## config.mk

```make
export PLATFORM = sky130hd
export DESIGN_NAME = dec_register
export DESIGN_NICKNAME = d
export VERILOG_FILES = /design/src/rtl/dec_register.sv
export SDC_FILE = /design/constraint.sdc
export NUM_CORES = 1
export LEC_CHECK = 0
export CAP_MARGIN = 20
export CORE_ASPECT_RATIO = 1.75
export CORE_MARGIN = 10
export CORE_UTILIZATION = 40
export DETAILED_ROUTE_END_ITERATION = 7
export PLACE_DENSITY = 0.71
export SYNTH_ARGS = -nofsm -noshare
export SYNTH_HDL_FRONTEND = slang
export SYNTH_SLANG_ARGS = --single-unit
```

## constraint.sdc

```tcl
create_clock -name clk -period 2.4 [get_ports clk]
set_input_delay 0.24 -clock clk [delete_from_list [all_inputs] [get_ports clk]]
set_output_delay 0.24 -clock clk [all_outputs]
set_load 0.01 [all_outputs]
```

## src/rtl/dec_register.sv

```systemverilog
// Loadable down-counting register with autonomous countdown.
// Flags zero, underflow pulse and a done pulse on countdown expiry.
module dec_register #(
  parameter int unsigned WIDTH = 12,
  parameter logic [WIDTH-1:0] RESET_VAL = '0,
  parameter bit WRAP = 1'b1
) (
  input  logic             clk,
  input  logic             rst,
  input  logic [WIDTH-1:0] dataIn,
  input  logic             wrEn,
  input  logic             decEn,
  input  logic             startEn,
  output logic [WIDTH-1:0] dataOut,
  output logic             zero,
  output logic             underflow,
  output logic             busy,
  output logic             done
);

  typedef enum logic {
    IDLE = 1'b0,
    RUN  = 1'b1
  } state_t;

  state_t state;

  localparam logic [WIDTH-1:0] ONE = WIDTH'(1);
  localparam logic [WIDTH-1:0] UNDER_VAL = WRAP ? '1 : '0;

  logic inZero;
  logic outZero;
  logic outOne;

  assign inZero  = (dataIn == '0);
  assign outZero = (dataOut == '0);
  assign outOne  = (dataOut == ONE);

  // Zero flag tracks the register value directly.
  assign zero = outZero;
  assign busy = (state == RUN);

  // Load/start/decrement sequencing with wrEn > startEn > decrement.
  always_ff @(posedge clk or posedge rst) begin
    if (rst) begin
      dataOut   <= RESET_VAL;
      state     <= IDLE;
      underflow <= 1'b0;
      done      <= 1'b0;
    end else begin
      underflow <= 1'b0;
      done      <= 1'b0;
      if (wrEn) begin
        dataOut <= dataIn;
        state   <= IDLE;
      end else if (startEn) begin
        dataOut <= dataIn;
        if (inZero) begin
          state <= IDLE;
          done  <= 1'b1;
        end else begin
          state <= RUN;
        end
      end else begin
        unique case (state)
          RUN: begin
            dataOut <= dataOut - ONE;
            if (outOne) begin
              state <= IDLE;
              done  <= 1'b1;
            end
          end
          IDLE: begin
            if (decEn) begin
              if (outZero) begin
                dataOut   <= UNDER_VAL;
                underflow <= 1'b1;
              end else begin
                dataOut <= dataOut - ONE;
              end
            end
          end
          default: state <= IDLE;
        endcase
      end
    end
  end

endmodule

```

=== After elaboration in Yosys (flattened, before gate mapping) ===
Cells that the tools add are included.

* Register bits after elaboration: 15
* Input port bits: 17
* Output and inout port bits: 16
* Logic and storage cells: 30

* Add/sub/neg operators: 1
* Eq/ne operators: 2
* Muxes and demuxes: 20
* Bitwise operators: 1
* Reductions and logical operators: 2

{| class="wikitable"
|+ Operators by type and width
! cell !! count
|-
| $mux 12 || 4
|-
| $logic_not 12->1 || 2
|-
| $pmux 12 s2 || 1
|-
| $mux 1 || 15
|-
| $eq 12x1->1 const B || 1
|-
| $sub 12x1->12 const B || 1
|-
| $ne 4x4->1 const B || 1
|-
| $not 1->1 || 1
|}

=== Longest topological paths before layout ===
* Word-level depth: 6
* Depth in mapped cells: 7
* Mapped depth without buffers: 6

=== Worst setup path after synthesis ===
Ideal clock, no wire load.

* Path type: reg-to-reg
* Start: reg dataOut[0]
* End: reg dataOut[10]
* Setup time: 129 ps
* Arrival time: 1671 ps
* Data required time: 2271 ps
* Setup slack: 599 ps
* Stages on the path, launching flop included: 6
* Path buffers: 0
* Clock period less this slack: 1801 ps
* Cells stage by stage: dfrtp_1 inv_1 ha_1 nor3b_1 nand2_1 o41a_1

* Word-level cells in the longest chain between the ends: 6
* Elaborated cells on any way between the ends: 7
* Those cells by class: add/sub (1); mux (5); reduce/logical (1)

{| class="wikitable"
|+ RTL lines
! item !! line !! source
|-
| start: declaration || 14 || <nowiki>output logic [WIDTH-1:0] dataOut,</nowiki>
|-
| start signal: assignment || 54 || <nowiki>dataOut <= dataIn;</nowiki>
|-
| start signal: assignment || 57 || <nowiki>dataOut <= dataIn;</nowiki>
|-
| start signal: assignment || 67 || <nowiki>dataOut <= dataOut - ONE;</nowiki>
|-
| $sub 12x1->12 or $logic_not 12->1 (tied branches) || 67, 79, 36 ||
|-
| $mux 12 || 75 || <nowiki>if (outZero) begin</nowiki>
|-
| $mux 12 || 74 || <nowiki>if (decEn) begin</nowiki>
|-
| $pmux 12 s2 (*) || 65 || <nowiki>unique case (state)</nowiki>
|-
| $mux 12 (*) || 56 || <nowiki>end else if (startEn) begin</nowiki>
|-
| $mux 12 (*) || 53 || <nowiki>if (wrEn) begin</nowiki>
|}

Mark *: on every way between the ends. The rest lies on a longest branch, timed or not. The select of a mux whose other input is x is not followed.
A chain may end at the register's enable or synchronous reset.

=== Worst setup path after layout ===
* Start: reg dataOut[5]
* End: out zero

* Word-level cells in the longest chain between the ends: 1

{| class="wikitable"
|+ RTL lines
! item !! line !! source
|-
| $logic_not 12->1 || 36 || <nowiki>assign outZero = (dataOut == '0);</nowiki>
|-
| end: declaration || 15 || <nowiki>output logic zero,</nowiki>
|}

No other way between the ends.

==> results.md <==
- Pin count of the biggest net entering global routing: 29
- WS Path Type: reg -> out
- Startpoint types: flop
- Power Density: 502.3 mW/mm^2
- DIE AREA: 0.005181 mm^2
- Synth unique cells: 36
- Min Clock Period, post-route: 2231 ps
- Number of global-route vias before repair: 1067
- FF-to-FF path depth: 4
- Worst Hold Class: in -> async
- First-pass GRT wire length: 4988 um
- Peak supply drop: 0.0003354 V
- Die height: 88.01 um
- Post-cts resize count: 0
- DRC viols: 0
- RSZ-0062 raised after global routing: no
- Post-synthesis cell count: roughly 110
- Hpwl dp: between 2000 and 2500 um
- Initial core utilization: a little over two fifths
- Max_cap viols: 0
- Met3 WL: 160 um
- Fin crit share: 92.94%
- Total Wirelength: 3186 um
- Sequential fraction of the synthesis area: 35.50%
- Crit end category: output pin
- Share of cells above drive strength 1: 16.90%
- Routed Antenna Nets: 0
- #FFs+latches synth: 15
- Die W: ~59 um
- DR WL/cell: 18.96 um
- # rows: 24
- Avg Synthesized Cell Area: 9.789 um^2
- Leakage: 0.5593 nW
- Vias: 1054
- Yosys top cell by area: dfrtp_1
- Tot GR Track Use: 12.25%
- Hold buffer count at cts: 0
- R2r setup slk: 460 ps
- Uppermost layer routed: met4
- CTS tree: built
- Slowest cell on crit path: clkdlybuf4s50_1
- Placer congestion estimate: roughly 0.8
- Critical path data arrival time: between 1500 and 2000 ps
- Max-slew headroom: 53.36%
- Buffer depth of the longest clock path: 2
- Worst Hold Slack: 360.0 ps
- Slowest stage delay, CP: roughly 560 ps
- CTS Root Cell: clkbuf_8
- Worst r2r src: dataOut[5]
- Setup Total Neg Slack: 0 ps
- Syn_nets: roughly 130
- Crit-path max FO: 8
- Core region area: 0.002522 mm^2
- Slew Limit Fails: 0
- H-tree depth: 1
- Number of antenna violations at the first check in global routing: 0
- Post-CTS Setup Inserts: 0
- Top cell type's share of synthesized area: a little over a third
- Synth-to-Final Area Change: 37.51%
- CP cell instances: nor3_1 -> and4_1 -> clkdlybuf4s50_1
- Final hold violations: 0
- R2r endpoint: dataOut[1]
- IO Count: 33
- Sink Count: 15
- Detailed Routing Iterations Pass 1: 4
- Vias per cell: 6.274
- Slew @ Worst Pin: 693.8 ps
- Crit path buf inv count: 1
- 1st-iter DRT viols: 60
- GRT overflow: 0
- Status: completed
- Final setup vio count: 0
- Dominant cells by area after synthesis: dfrtp_1, o211ai_2, o221a_2
- WL met1: 1214 um
- Inserted Diodes: 0
- Clk_skew: 5.595 ps
- Required time of the critical path: 2160 ps
- Fill cell count: 234
- Delay-heaviest family, CP: simple AND/OR/NAND/NOR gates
- Post-synthesis cell area: 0.001057 mm^2
- Port Buf Inserts: 32
- Clock slew seen by the registers of the worst setup and hold paths: 60 ps
- TritonCTS Buffers: 3
- Worst skew pair latency: 260 ps
- Met2 Wirelength: ~1800 um
- Yosys warns: 0
- Fmax: ~0.45 GHz
- Final nets: 163
## per-stage QoR
step                area [um^2]  instances  power, mW  util [%]  worst slack [ps]
CTS                        1454        168     0.7354     57.64             172.7
global placement           1409        164     0.5175     55.85             407.2
floorplan                  1057        108     0.4132         -             599.3
finish                     1454        168     0.7303     57.64             169.5
detailed placement         1409        164     0.5226     55.85             362.0
global route               1454        168     0.7651     57.64             70.77
## power breakdown
| part | leakage, nW | internal [mW] | switching (mW) |
|---|---|---|---|
| combinational | 0.359 | 0.112 | 0.0913 |
| clock | 0.0228 | 0.118 | 0.0947 |
| sequential | 0.178 | 0.275 | 0.0398 |
## kinds of logic after synthesis
family                     after synthesis  synth area share [%]
AOI/OAI and AO/OA                       34                 27.34
buffers and inverters                   10                 4.377
adders and majority gates                3                 3.551
DFF                                     15                 35.50
and+or+nand+nor                         46                 29.23
## cell usage in the layout (no fill, tap or decap), drive strengths merged, types with 2 or more instances in the layout
cell type       n
o22ai           5
o21ai           2
a21oi           5
nand3           4
a31oi           5
and3            6
clkdlybuf4s50  32
dfrtp          15
nor3b           2
nand2           4
o211ai          6
o2bb2a          2
nor4            5
nor2            8
buf             4
and4            4
clkbuf          4
inv             4
nor3            5
ha              3
nand4           3
o221a           6
## Yosys cell counts, drive strengths merged
cell / n
buf: 2
o2bb2a: 2
and2b: 1
o22ai: 5
and3: 6
inv: 4
and4: 4
or4: 1
nor4b: 1
o21ai: 2
dfrtp: 15
nor4: 5
nand2: 4
nor3b: 2
nand3: 4
a21oi: 5
nor3: 5
o221a: 6
a41oi: 1
clkbuf: 4
o41a: 1
a31oi: 5
nor2: 8
and4b: 1
o211ai: 6
ha: 3
nand4: 3
or3b: 1
o22a: 1
## registers in the layout (all words and copies together), names as in the netlist
name / flops
busy: 1
dataOut: 12
done: 1
underflow: 1
## worst max path at each step
| stage | from | to | slack [ps] | cells after the start |
|---|---|---|---|---|
| floorplan | dataOut[0] | dataOut[10] | 600 | 5 |
| global placement | startEn | dataOut[2] | 410 | 5 |
| detailed placement | startEn | dataOut[2] | 360 | 5 |
| CTS | dataOut[8] | zero | 170 | 3 |
| global route | dataOut[7] | zero | 70 | 3 |
| finish | dataOut[5] | zero | 170 | 3 |
## layer usage
layer,vias to the layer above,track usage (%)
met3,5,3.188
met5,-,0
met1,515,11.36
met2,30,23.42
li1,504,-
met4,0,5.660
## area by class of cell
type	count	area, um^2	area share, %
Tap cell	26	32.53	2.238
Timing Repair Buffer	36	350.3	24.10
Multi-Input combinational cell	83	635.6	43.72
Inverter	4	15.01	1.033
Clock buffer	4	45.04	3.098
Sequential cell	15	375.4	25.82
Power figures use the tool's default switching activity.
